[src/rtl/fun_fpusqr_wbq.sv]
// fun_fpusqr_wbq: write-back queue for the FP sqrt/div unit.
// Holds completed sqrt/div results and replays them in order onto the
// alternate FP register-file write port when the main pipe leaves it idle.
// The pause output gives the scheduler enough warning to stop issuing
// before the queue overflows. Results are never bypassed to the port.
module fun_fpusqr_wbq #(
    parameter int DEPTH        = 4,
    parameter int PAUSE_MARGIN = 2
) (
    input  logic         clk,
    input  logic         rst,
    input  logic         except,
    input  logic [3:0]   in_en,
    input  logic [9:0]   in_II,
    input  logic [12:0]  in_op,
    input  logic [8:0]   in_reg,
    input  logic         in_wen,
    input  logic [135:0] in_data,
    input  logic         wb_slot_free,
    output logic [3:0]   wb_en,
    output logic [9:0]   wb_II,
    output logic [12:0]  wb_op,
    output logic [8:0]   wb_reg,
    output logic         wb_wen,
    output logic [135:0] wb_data,
    output logic [3:0]   fxFRT_alten,
    output logic [3:0]   fxFRT_pause,
    output logic         ovf
);

    localparam int PW = $clog2(DEPTH);
    localparam int CW = PW + 1;
    localparam logic [CW-1:0] FULL_C  = CW'(DEPTH);
    localparam logic [CW-1:0] PAUSE_C = CW'(DEPTH - PAUSE_MARGIN);

    logic [3:0]   en_q   [DEPTH];
    logic [9:0]   ii_q   [DEPTH];
    logic [12:0]  op_q   [DEPTH];
    logic [8:0]   reg_q  [DEPTH];
    logic         wen_q  [DEPTH];
    logic [135:0] data_q [DEPTH];

    logic [PW-1:0] rd_ptr;
    logic [PW-1:0] wr_ptr;
    logic [CW-1:0] count;

    logic push_req;
    logic push;
    logic pop;
    logic full;
    logic drop;

    // Handshake decode: a flush kills both the incoming result and any pop.
    // When full, a push is only accepted if the head leaves the same cycle.
    always_comb begin
        full     = (count == FULL_C);
        push_req = (|in_en) & ~except;
        pop      = (count != '0) & wb_slot_free & ~except;
        push     = push_req & (~full | pop);
        drop     = push_req & full & ~pop;
    end

    // Pointer, occupancy and sticky overflow state.
    always_ff @(posedge clk or negedge rst) begin
        if (!rst) begin
            rd_ptr <= '0;
            wr_ptr <= '0;
            count  <= '0;
            ovf    <= 1'b0;
        end else begin
            ovf <= ovf | drop;
            if (except) begin
                rd_ptr <= '0;
                wr_ptr <= '0;
                count  <= '0;
            end else begin
                if (push) wr_ptr <= wr_ptr + PW'(1);
                if (pop)  rd_ptr <= rd_ptr + PW'(1);
                if (push && !pop)      count <= count + CW'(1);
                else if (pop && !push) count <= count - CW'(1);
            end
        end
    end

    // Entry storage needs no reset; occupancy alone decides what is valid.
    always_ff @(posedge clk) begin
        if (push) begin
            en_q[wr_ptr]   <= in_en;
            ii_q[wr_ptr]   <= in_II;
            op_q[wr_ptr]   <= in_op;
            reg_q[wr_ptr]  <= in_reg;
            wen_q[wr_ptr]  <= in_wen;
            data_q[wr_ptr] <= in_data;
        end
    end

    // Head presentation: fields are zeroed unless the head retires this cycle.
    always_comb begin
        wb_en   = '0;
        wb_II   = '0;
        wb_op   = '0;
        wb_reg  = '0;
        wb_wen  = 1'b0;
        wb_data = '0;
        if (pop) begin
            wb_en   = en_q[rd_ptr];
            wb_II   = ii_q[rd_ptr];
            wb_op   = op_q[rd_ptr];
            wb_reg  = reg_q[rd_ptr];
            wb_wen  = wen_q[rd_ptr];
            wb_data = data_q[rd_ptr];
        end
    end

    // Scheduler feedback, replicated per lane, from registered occupancy only.
    always_comb begin
        fxFRT_alten = {4{count != '0}};
        fxFRT_pause = {4{count >= PAUSE_C}};
    end

endmodule

[config.mk]
export PLATFORM = sky130hd
export DESIGN_NAME = fun_fpusqr_wbq
export DESIGN_NICKNAME = d
export VERILOG_FILES = /design/src/rtl/fun_fpusqr_wbq.sv
export SDC_FILE = /design/constraint.sdc
export NUM_CORES = 1
export LEC_CHECK = 0
export ABC_AREA = 1
export BUFFER_PORTS_ARGS = -buffer_cell sky130_fd_sc_hd__buf_2
export CAP_MARGIN = 20
export CORE_MARGIN = 1
export CORE_UTILIZATION = 43
export CTS_CLUSTER_SIZE = 24
export DETAILED_ROUTE_END_ITERATION = 6
export SLEW_MARGIN = 20
export SYNTH_ARGS = -nofsm -noshare
export SYNTH_HDL_FRONTEND = slang
export SYNTH_SLANG_ARGS = --single-unit
[constraint.sdc]
create_clock -name clk -period 8 [get_ports clk]
set_input_delay 0.4 -clock clk [delete_from_list [all_inputs] [get_ports clk]]
set_output_delay 0.4 -clock clk [all_outputs]
set_load 0.03 [all_outputs]
Word-level counts from Yosys, hierarchy flattened
Memories as Yosys holds them, arrays and structs flattened.
Cells that the tools add are included.
{"block": "totals", "regBits": 8, "ram_bits": 692, "input_bits": 177, "out_inout_bits": 182, "wordCells": 51, "memories": 6}
{"memory": "data_q", "words": 4, "width": 136, "read_ports": 1, "rd_clocked_by_memory_dff": 0, "wr": 1, "line_no": "41", "source": "logic [135:0] data_q [DEPTH];"}
{"memory": "op_q", "words": 4, "width": 13, "read_ports": 1, "rd_clocked_by_memory_dff": 0, "wr": 1, "line_no": "38", "source": "logic [12:0] op_q [DEPTH];"}
{"memory": "ii_q", "words": 4, "width": 10, "read_ports": 1, "rd_clocked_by_memory_dff": 0, "wr": 1, "line_no": "37", "source": "logic [9:0] ii_q [DEPTH];"}
{"memory": "reg_q", "words": 4, "width": 9, "read_ports": 1, "rd_clocked_by_memory_dff": 0, "wr": 1, "line_no": "39", "source": "logic [8:0] reg_q [DEPTH];"}
{"memory": "en_q", "words": 4, "width": 4, "read_ports": 1, "rd_clocked_by_memory_dff": 0, "wr": 1, "line_no": "36", "source": "logic [3:0] en_q [DEPTH];"}
{"memory": "wen_q", "words": 4, "width": 1, "read_ports": 1, "rd_clocked_by_memory_dff": 0, "wr": 1, "line_no": "40", "source": "logic wen_q [DEPTH];"}
{"block": "classes", "add_sub_neg": 4, "n_lt_le_gt_ge": 1, "n_eq_ne": 1, "mux": 15, "bitwise": 11, "n_reduce_logical": 9}
{"operator": "136-bit two-way mux", "count": 1}
{"operator": "13-bit two-way mux", "count": 1}
{"operator": "10-bit two-way mux", "count": 1}
{"operator": "3-bit two-way mux", "count": 3}
{"operator": "9-bit two-way mux", "count": 1}
{"operator": "2-bit two-way mux", "count": 4}
{"operator": "1-bit AND", "count": 6}
{"operator": "3-bit nonzero test", "count": 2}
{"operator": "2-bit by 1-bit adder with 2-bit output, second input constant", "count": 2}
{"operator": "4-bit two-way mux", "count": 1}
{"operator": "2-bit nonzero test", "count": 2}
{"operator": "4-bit OR reduction", "count": 1}
{"operator": "3-bit by 1-bit adder with 3-bit output, second input constant", "count": 1}
{"operator": "3-bit == test, second input constant", "count": 1}
{"operator": "3-bit by 2-bit >= comparator with 1-bit output, second input constant", "count": 1}
{"operator": "1-bit two-way mux", "count": 3}
{"operator": "1-bit inverter", "count": 3}
{"operator": "3-bit by 1-bit subtractor with 3-bit output, second input constant", "count": 1}
{"operator": "1-bit logical AND", "count": 2}
{"operator": "1-bit logical NOT", "count": 2}
{"operator": "1-bit bitwise OR", "count": 2}

Logic depth before layout (Yosys ltp)
Gate-level depths: netlist of run 1.
{"block": "depth", "word_depth": 10, "depth_mapped": 12, "mapped_depth_nobuf": 12}

Worst setup path before layout of run 1
Ideal clock, no wire load.
{"block": "synth_path", "path_type": "register to register", "start": "reg count[2]", "end": "mem data_q[0][0], enable pin", "setup_ns": 0.708, "arrival_ns": 8.230, "required_ns": 7.292, "path_slack_ns": -0.938, "stages_incl_launch_ff": 7, "n_path_buf": 0, "period_less_slack_ns": 8.938, "path_cell_list": "dfrtp_1 -> inv_2 -> nand2_2 -> nand3_2 -> nand3_1 -> nand2_2 -> nor2_1"}
{"block": "synth_via", "elab_chain_cells": 7, "elab_cells_between_ends": 9, "classes_between": "eq/ne: 1; mux: 2; bitwise: 5; reduce/logical: 1"}
{"item": "start, declared", "line_no": "45", "source": "logic [CW-1:0] count;"}
{"item": "start signal, assigned", "line_no": "79", "source": "if (push && !pop) count <= count + CW'(1);"}
{"item": "start signal, assigned", "line_no": "80", "source": "else if (pop && !push) count <= count - CW'(1);"}
{"item": "3-bit nonzero test"}
{"item": "via fxFRT_alten[0]", "line_no": "26", "source": "output logic [3:0] fxFRT_alten,"}
{"item": "1-bit AND (2 in series)", "line_no": "58", "source": "pop = (count != '0) & wb_slot_free & ~except;"}
{"item": "1-bit bitwise OR", "line_no": "59", "source": "push = push_req & (~full | pop);"}
{"item": "1-bit AND", "line_no": "59"}
{"item": "1-bit two-way mux", "line_no": "87", "source": "if (push) begin"}
{"item": "1-bit two-way mux (implied by the code)", "line_no": "93", "source": "data_q[wr_ptr] <= in_data;"}
{"item": "end, declared", "line_no": "41"}
The timed path passes the listed nets, and every way through them passes these cells.

Worst setup path in the final report of run 1
{"block": "layout_path", "start": "reg rd_ptr[1]", "end": "out wb_data[85]"}
{"block": "layout_via", "elab_chain_cells": 2}
{"item": "start, declared", "line_no": "43", "source": "logic [PW-1:0] rd_ptr;"}
{"item": "start signal, assigned", "line_no": "78", "source": "if (pop) rd_ptr <= rd_ptr + PW'(1);"}
{"item": "memory read 4 x 136 bit"}
{"item": "136-bit two-way mux", "line_no": "105", "source": "if (pop) begin"}
{"item": "end, declared", "line_no": "25", "source": "output logic [135:0] wb_data,"}
Every way passes these cells.

==> reports/results.txt, run 1 <==
Mean number of vias per cell = 5.08
Setup-failing EPs final = 0
Fin util = 0.538
Setup Buffers After CTS = 0
Total clock sinks = 700
Vias in the first global route = 17,900
Die Ht = 256 um
Post-synth EDFFs = 692
RSZ-0062 raised after global routing = no
Max VDD drop = 201 uV
Fin. max-slew vios = 0
Synth Instances = 2,118
Achievable frequency = 0.236 GHz
Critical path startpoint category = flop
Kind of critical path = flop to output pin
Clk_lat worst skew = 610 ps
CTS Buf Count = 76
Post-synthesis compound-gate area fraction = 0.109
Most frequent cell after synthesis = nor2_1
Post-synthesis mux area share = 0
Final Cycle Share = 0.531
Final ANT Viol Nets = 0
Largest net degree at the start of global routing = 214
DRT iter0 DRCs = 1,224
Hold slack = 36.6 ps
Top-area cell type share of the netlist area = 0.750
1st-pass router iterations = 5
Clock root buffer = clkbuf_16
Cell Area, Synth = 27,700 um^2
Status = finished clean
P_sw = 3.31 mW
Cts repair resizes = 0
Largest family of logic cells by synthesized area = compound AO/OA/AOI/OAI gates
CTS tree = done
Yosys cell types = 25
Fraction of layout cells with a size suffix above 1 = 0.231
Final min period = 4250 ps
PwrDens = 310 nW/um^2
Buffers on Ports = 358
Yosys reg bits = 700
Number of cell rows = 92
Flop pwr share = 0.443
Final Hold Viols = 0
Reg clk slew, reported paths = 60 ps
GPL Wtd Cong = 0.784
Crit path DAT = 3850 ps
Switch share = 0.312
Nets = 2,778
GRT Residual Overflow = 0
Final WL = 66,000 um
Clock share of power = 0.328
Worst endpoint required time = 7600 ps
Starting density of the core = 0.437
Xor/xnor share of the synthesized area = 0.000316
Synth Area per Inst = 13.1 um^2
Vias = 17,800
Slew @ Worst Pin = 1070 ps
Cell Int Power = 7.28 mW
Area of the core = 63,400 um^2
Gr usage total = 0.200
Seq/Total Area, Yosys = 0.757
Top cells by area, synth = edfxtp_1, nor2_1, o21ai_1, a21oi_2, a21oi_1
DIE WIDTH = 256 um
Max Buffers Root-to-Sink = 3
Io pins = 359
Wirelength per Cell = 18.8 um
Mapped Nets = 2,300
Initial antenna violation count = 7
CP max FO = 65
DP HPWL = 35,600 um
Yosys top cell by area = edfxtp_1
Synth Area in Simple Gates = 0.0999
YS warnings = 0
CTS H-tree lvls = 3
HP Class = input port to flop
Combinational Power Share = 0.229
Area Growth Syn to Fin = 23.1%
Max cap viols = 0
Slew HR = 0.288
Async S/R FF share, synth = 0.0114
Leak = 12.3 nW
Top_reg_cell synth = edfxtp_1
Clock Skews = 16.6 ps
Drt drc = 0
Die area = 65,500 um^2
Adder-Cell Fraction of Synth Area = 0.00253
CP endpoint kind = output pin
Top cells by count, synth = nor2_1, edfxtp_1, o21ai_1
First-pass GRT wire length = 102,000 um
-- cells by family (layout without fill, tap and decap cells) --
| kind of cell | Yosys count | count (layout) |
|---|---|---|
| compound gates | 526 | 526 |
| xor+xnor | 1 | 1 |
| fa+ha+maj | 5 | 5 |
| buf+inv | 157 | 693 |
| flops | 700 | 700 |
| other cells | 0 | 3 |
| simple gates | 729 | 729 |
-- power by group through the flow --
stage,Combinational [mW],Clock [mW],Sequential [mW]
after CTS,2.46,3.55,4.70
after floorplan,1.75,0,4.86
after global placement,2.33,0,4.76
after detailed placement,2.38,0,4.77
after global routing,2.68,3.68,4.73
final,2.42,3.47,4.69
-- sequential cells by signal, summed over array words and instances (netlist names) --
name,flops
ovf,1
op_q,52
data_q,544
wen_q,4
wr_ptr,2
reg_q,36
rd_ptr,2
ii_q,40
count,3
en_q,16
-- worst paths after layout --
| path | from | slack, ps | to | cells past startpoint |
|---|---|---|---|---|
| max | rd_ptr[1] | 3750 | wb_data[85] | 6 |
| min | in_data[90] | 40 | data_q[2][90] | 1 |
| max reg2reg | count[2] | 4300 | data_q[1][109] | 8 |
| min reg2reg | ovf | 520 | ovf | 1 |
| max in group asynchronous | rst | 7620 | rd_ptr[0] | 2 |
| min in group asynchronous | rst | 180 | rd_ptr[1] | 2 |
-- critical path, cell delays in order, from the launching register on --
cell and delay (ps):
dfrtp_4 880, buf_4 800, buf_4 780, nor2_1 110, o21ai_1 110, a21oi_1 110
buf_2 240
-- what timing repair did --
action | 4_1_cts | 5_1_grt
hold endpoints to repair | 623 | 0
hold buffers | 157 | 0
endpoints found under the setup margin | 0 | 0
-- metrics by stage --
stage / setup slack, ps / TNS [ps] / power [mW] / cells / area [um^2]
after floorplan: -938 / -649100 / 6.60 / 2118 / 27700
after global placement: 4190 / 0 / 7.09 / 3205 / 30000
after detailed placement: 4180 / 0 / 7.16 / 3206 / 30000
after CTS: 3660 / 0 / 10.7 / 3499 / 34100
after global routing: 3540 / 0 / 11.1 / 3503 / 34100
final: 3750 / 0 / 10.6 / 3503 / 34100
-- cells in the final DEF, fill, tap and decap left out, types with 2 or more instances in the layout --
| cell | instances |
|---|---|
| buf_4 | 21 |
| buf_16 | 2 |
| dlygate4sd3_1 | 157 |
| o21ai_1 | 328 |
| clkinv_1 | 11 |
| clkinv_4 | 2 |
| inv_6 | 7 |
| ha_1 | 4 |
| clkinv_2 | 13 |
| clkbuf_1 | 13 |
| o21ai_0 | 21 |
| edfxtp_1 | 692 |
| dfrtp_4 | 2 |
| clkbuf_16 | 78 |
| a21oi_1 | 76 |
| nand2_1 | 20 |
| bufinv_16 | 9 |
| nand3_1 | 5 |
| inv_1 | 11 |
| buf_2 | 358 |
| diode_2 | 3 |
| buf_12 | 2 |
| dfrtp_1 | 6 |
| nor2_1 | 694 |
| a21oi_2 | 100 |
| clkinvlp_4 | 3 |
| nor2_4 | 4 |
| inv_2 | 4 |
| nand2_2 | 2 |
-- final cells by class --
cell class	count	area, um^2
Timing Repair Buffer	540	3620
Inverter	17	76.3
Multi-Input combinational cell	1261	5890
Clock inverter	45	485
Antenna cell	3	7.51
Sequential cell	700	21000
Clock buffer	91	2000
Tap cell	846	1060
Fill cell	5290	29300
-- routing by layer --
metal  vias up  GRT usage  part of all wire
met2       514      0.341              0.49
met3        92     0.0441             0.068
met5         -          0           0.00071
li1       8489          -                 -
met1      8705      0.256              0.42
met4         8     0.0595             0.019
(Power assumes the default switching activity.)
==> run 2: changes to the inputs <==
ABC_AREA = 0   (was 1)
clock period = 4.2 ns   (was 8 ns; I/O delays follow)
==> run 2 against run 1 <==
Effect of this change:
- combinational power rose by 82%
- final cell count fell by 24%
- synthesized cell count fell by 45%
- via count fell by 26%
- worst setup slack got worse by 2800 ps
- sequential share of layout area rose by 0.55 points
- sequential power rose by 83%
- critical path type unchanged
- largest cell class unchanged
- largest power group unchanged
==> reports/results.txt, run 2 <==
Worst endpoint required time = 3990 ps
Mapped Nets = 1,347
Clock Skews = 24.9 ps
Yosys top cell by area = edfxtp_1
Cell Area, Synth = 26,800 um^2
CP endpoint kind = output pin
Slew @ Worst Pin = 896 ps
Status = finished clean
Area of the core = 61,600 um^2
Gr usage total = 0.176
Yosys cell types = 36
Async S/R FF share, synth = 0.0114
Fraction of layout cells with a size suffix above 1 = 0.381
DIE WIDTH = 252 um
Leak = 11.6 nW
Post-synth EDFFs = 692
Fillers = 4,803
1st-pass router iterations = 5
Max FFs per register = 544
Final WL = 55,200 um
Top_reg_cell synth = edfxtp_1
Top-area cell type share of the netlist area = 0.775
CTS Buf Count = 74
Fin. max-slew vios = 0
CTS H-tree lvls = 3
Most frequent cell after synthesis = edfxtp_1
Placement Setup Slack = 1420 ps
Largest regs = data_q: 544 flops, op_q: 52 flops, ii_q: 40 flops
Final min period = 3280 ps
First-pass GRT wire length = 84,200 um
Buffers on Ports = 358
Setup Buffers After CTS = 0
Wirelength per Cell = 20.9 um
Worst r2r src = count[0]
R2R depth = 4
Synth Area per Inst = 23.0 um^2
Initial antenna violation count = 4
Top cells by area, synth = edfxtp_1, mux4_2, nor2b_1, buf_6, dfrtp_1
Top cells by count, synth = edfxtp_1, mux4_2, nor2b_1
DP HPWL = 32,900 um
Seq/Total Area, Yosys = 0.783
Die Ht = 252 um
Setup-failing EPs final = 0
Most common cell after layout, fill and taps aside = edfxtp_1
YS warnings = 0
Final Worst Setup Slack = 922 ps
Clock root buffer = clkbuf_16
Final Cycle Share = 0.781
HP Class = input port to flop
Final ANT Viol Nets = 0
CTS tree = done
Reg area = 21,000 um^2
RSZ-0062 raised after global routing = no
Final Hold Viols = 0
Vias = 13,200
Clk_lat worst skew = 600 ps
Max VDD drop = 396 uV
Most frequent cells in the layout = edfxtp_1, buf_2, dlygate4sd3_1
Slew HR = 0.403
Area Growth Syn to Fin = 26.2%
Reg2Reg Capture Point = data_q[0][30]
Number of cell rows = 91
Crit. Startpoint = count[2]
Yosys reg bits = 700
Achievable frequency = 0.305 GHz
Drt drc = 0
Max cap viols = 0
Starting density of the core = 0.435
Register-to-register path setup slack = 1590 ps
GRT Residual Overflow = 0
Mean number of vias per cell = 5.00
Kind of critical path = flop to output pin
Setup crit end = wb_II[4]
Total clock sinks = 700
DRT iter0 DRCs = 694
PwrDens = 568 nW/um^2
Synth Instances = 1,165
Critical path startpoint category = flop
Vias in the first global route = 14,200
Io pins = 359
Cts repair resizes = 0
Largest net degree at the start of global routing = 84
Biggest register = data_q
Setup TNS = 0 ps
Reg clk slew, reported paths = 60 ps
Multi-input logic area = 5370 um^2
CP max FO = 49
Crit path DAT = 3070 ps
Nets = 1,928
Die area = 63,300 um^2
GPL Wtd Cong = 0.731
Max Buffers Root-to-Sink = 3
==> run 2: what timing repair did <==
action / CTS / global route
hold endpoints to repair: 707 / 0
setup endpoints to repair: 0 / 0
hold buffers: 178 / 0
==> run 2: stage by stage <==
stage               std cells  instance area [um^2]   util  power (mW)  hold WS [ps]
floorplan                1165                 26800      -        12.0         -85.6
global placement         2329                 29700  0.483        13.1          62.3
detailed placement       2329                 29700  0.483        13.1          68.4
CTS                      2642                 33800  0.549        19.5           308
global route             2645                 33800  0.549        20.0           329
finish                   2645                 33800  0.549        19.2           355
==> run 2: cell type report <==
cell class                      count  share of cell area
Inverter                            7            0.000777
Antenna cell                        3            0.000222
Sequential cell                   700               0.620
Timing Repair Buffer              572               0.120
Clock inverter                     40              0.0100
Clock buffer                       95              0.0583
Multi-Input combinational cell    391               0.159
Tap cell                          837              0.0310
==> run 2: kinds of logic (layout without fill, tap and decap cells) <==
family                   count (synthesis)  count (layout)  synth area share
buffers and inverters                   74             714            0.0177
adder cells (fa/ha/maj)                  5               5           0.00261
AND/OR/NAND/NOR                        198             198            0.0463
other                                    0               3                 0
flip-flops                             700             700             0.783
AO/OA/AOI/OAI                           11              11           0.00406
multiplexers                           174             174             0.146
XOR/XNOR                                 3               3          0.000980
==> run 2: critical path: stages (launching register included) <==
cell,delay (ps)
dfrtp_1,520
or3_1,280
nand3_4,690
buf_4,470
nor2b_1,190
buf_2,260
==> run 2: worst min path at each step <==
stage / from / endpoint / slack, ps / depth (start not counted)
after floorplan: rst / count[0] / -90 / 0
after global placement: rst / ovf / 60 / 1
after detailed placement: rst / count[2] / 70 / 1
after CTS: in_data[49] / data_q[0][49] / 310 / 2
after global routing: in_data[49] / data_q[0][49] / 330 / 2
final: in_data[49] / data_q[0][49] / 350 / 2
==> run 2: report_power, final <==
| part | switching, mW | leakage (nW) | internal [mW] | total [mW] |
|---|---|---|---|---|
| Combinational | 2.36 | 4.03 | 2.05 | 4.41 |
| Sequential | 0.246 | 6.44 | 8.34 | 8.58 |
| Clock | 2.62 | 1.13 | 3.59 | 6.21 |
==> run 2: per-layer routing <==
metal | GRT usage | up-vias | share of wire
met5 | 0 | - | 0.00018
met4 | 0.0570 | 2 | 0.024
met3 | 0.0439 | 95 | 0.060
met2 | 0.297 | 391 | 0.51
met1 | 0.225 | 6806 | 0.41
li1 | - | 5933 | -
==> run 3: changes to the inputs <==
clock period = 2.9 ns   (was 4.2 ns; I/O delays follow)
==> run 3 against run 2 <==
Effect of this change:
- final cell count rose by 1.3%
- worst hold slack worse by 70 ps
- worst setup slack lost 820 ps
- power grew 46%
- die area unchanged
- critical path type unchanged
- highest routed layer unchanged
==> reports/results.txt, run 3 (synthesized netlist as in run 2, its figures left out) <==
Status = finished clean
Wirelength per Cell = 21.5 um
CP max FO = 75
Final WL = 57,600 um
Buffers on Ports = 358
Worst endpoint required time = 2760 ps
Kind of critical path = flop to output pin
Met3 Resource Use GR = 0.0436
1st-pass router iterations = 5
Largest net degree at the start of global routing = 76
Clk_lat worst skew = 600 ps
Slew HR = 0.589
Vias = 13,500
CP endpoint kind = output pin
Number of cell rows = 91
Biggest register = data_q
Leak = 11.8 nW
Starting density of the core = 0.435
Max Buffers Root-to-Sink = 3
Gr usage total = 0.183
DP HPWL = 35,700 um
Power after layout = 28.0 mW
RSZ-0062 raised after global routing = no
Crit path DAT = 2650 ps
Max VDD drop = 602 uV
Largest regs = data_q: 544 flops, op_q: 52 flops, ii_q: 40 flops
CTS H-tree lvls = 3
PwrDens = 816 nW/um^2
GPL Wtd Cong = 0.754
Setup-failing EPs final = 0
Fraction of layout cells with a size suffix above 1 = 0.390
Vias in the first global route = 14,500
CTS tree = done
Io pins = 359
Fin util = 0.557
DRT iter0 DRCs = 725
DIE WIDTH = 252 um
Clock root buffer = clkbuf_16
Critical path's largest stage delay = 490 ps
Area of the core = 61,600 um^2
Fin. max-slew vios = 0
Reg clk slew, reported paths = 60 ps
CTS Buf Count = 73
HP Class = input port to flop
Register-to-register path setup slack = 520 ps
Max cap viols = 0
Die area = 63,300 um^2
GRT Residual Overflow = 0
Mean number of vias per cell = 5.03
Setup TNS = 0 ps
Nets = 1,964
Critical path's top delay family = simple AND/OR/NAND/NOR gates
Clock Skews = 17.4 ps
Hold slack = 284 ps
Initial antenna violation count = 6
Area Growth Syn to Fin = 27.9%
Most frequent cells in the layout = edfxtp_1, buf_2, dlygate4sd3_1
Final Hold Viols = 0
Max FFs per register = 544
Final Cycle Share = 0.964
Die Ht = 252 um
Grt met1 use = 0.238
Final min period = 2800 ps
Critical path startpoint category = flop
First-pass GRT wire length = 86,900 um
Drt drc = 0
Achievable frequency = 0.358 GHz
Met2 GRT Util = 0.305
Grt peak-use layer = met2
Slew @ Worst Pin = 617 ps
Crit path cell chain = or3_1 -> nand3_4 -> buf_12 -> nor2b_1 -> buf_2
Total clock sinks = 700
CP bufs+invs = 2
Most common cell after layout, fill and taps aside = edfxtp_1
Final ANT Viol Nets = 0
Critical-path top delay cell = dfrtp_1
-- run 3: cell types whose count changed in the layout (fill, tap and decap cells not counted) --
cell and delta:
buf_4 +21, inv_6 -1, inv_16 -1, clkinvlp_4 -1, bufinv_16 +2, clkinv_1 +4
clkinv_8 +3, buf_12 +16, clkinv_4 -1, clkbuf_16 -3, clkinv_2 -5, diode_2 +1
-- run 3: worst paths after layout --
path                               from              to  cells past startpoint
setup / recovery               count[2]    wb_data[124]                      5
hold / removal             in_data[135]  data_q[1][135]                      2
setup reg to reg               count[0]   data_q[2][17]                      4
hold reg to reg               wr_ptr[1]       wr_ptr[1]                      2
max in group asynchronous           rst       rd_ptr[1]                      3
min in group asynchronous           rst             ovf                      3
-- run 3: power by group --
| part | switching, mW | total, mW | internal, mW |
|---|---|---|---|
| Combinational | 3.50 | 6.70 | 3.20 |
| Sequential | 0.276 | 12.3 | 12.1 |
| Clock | 3.74 | 8.94 | 5.20 |
| Total | 7.51 | 28.0 | 20.5 |
-- run 3: worst register-to-register path, delay by kind of cell, from the launching register on --
kind | cells | cell delay, ps
buf+inv | 1 | 300
compound gates | 1 | 550
flops | 1 | 460
simple gates | 2 | 730
-- run 3: what timing repair did --
| item | in CTS | in global routing |
|---|---|---|
| hold endpoints to repair | 707 | 0 |
| hold buffers | 178 | 0 |
| endpoints found under the setup margin | 0 | 3 |
| setup buffers | 0 | 6 |
| gates resized for setup | 0 | 0 |
-- run 3: metal layers --
metal	share of wire	up-vias	wire length [um]
li1	-	6010	-
met1	0.41	7043	23700
met2	0.51	342	29200
met3	0.061	72	3500
met4	0.021	4	1210
met5	0.00047	-	27
-- run 3: final cells by class --
class | instances | area [um^2]
clock inverter | 40 | 393
tap | 837 | 1050
antenna | 4 | 10.0
multi-input combinational | 391 | 5370
fill | 4718 | 27300
sequential | 700 | 21000
clock buffer | 92 | 1900
timing repair buffer | 609 | 4550
inverter | 7 | 26.3
-- run 3: metrics by stage --
| stage | instances | setup WS (ps) | instance area, um^2 |
|---|---|---|---|
| 6_report | 2680 | 104 | 34300 |
| 3_5_place_dp | 2360 | 518 | 30200 |
| 5_1_grt | 2680 | 1.44 | 34300 |
| 4_1_cts | 2670 | 29.9 | 34200 |
| 3_3_place_gp | 2360 | 581 | 30200 |
| 2_1_floorplan | 1165 | -695 | 26800 |
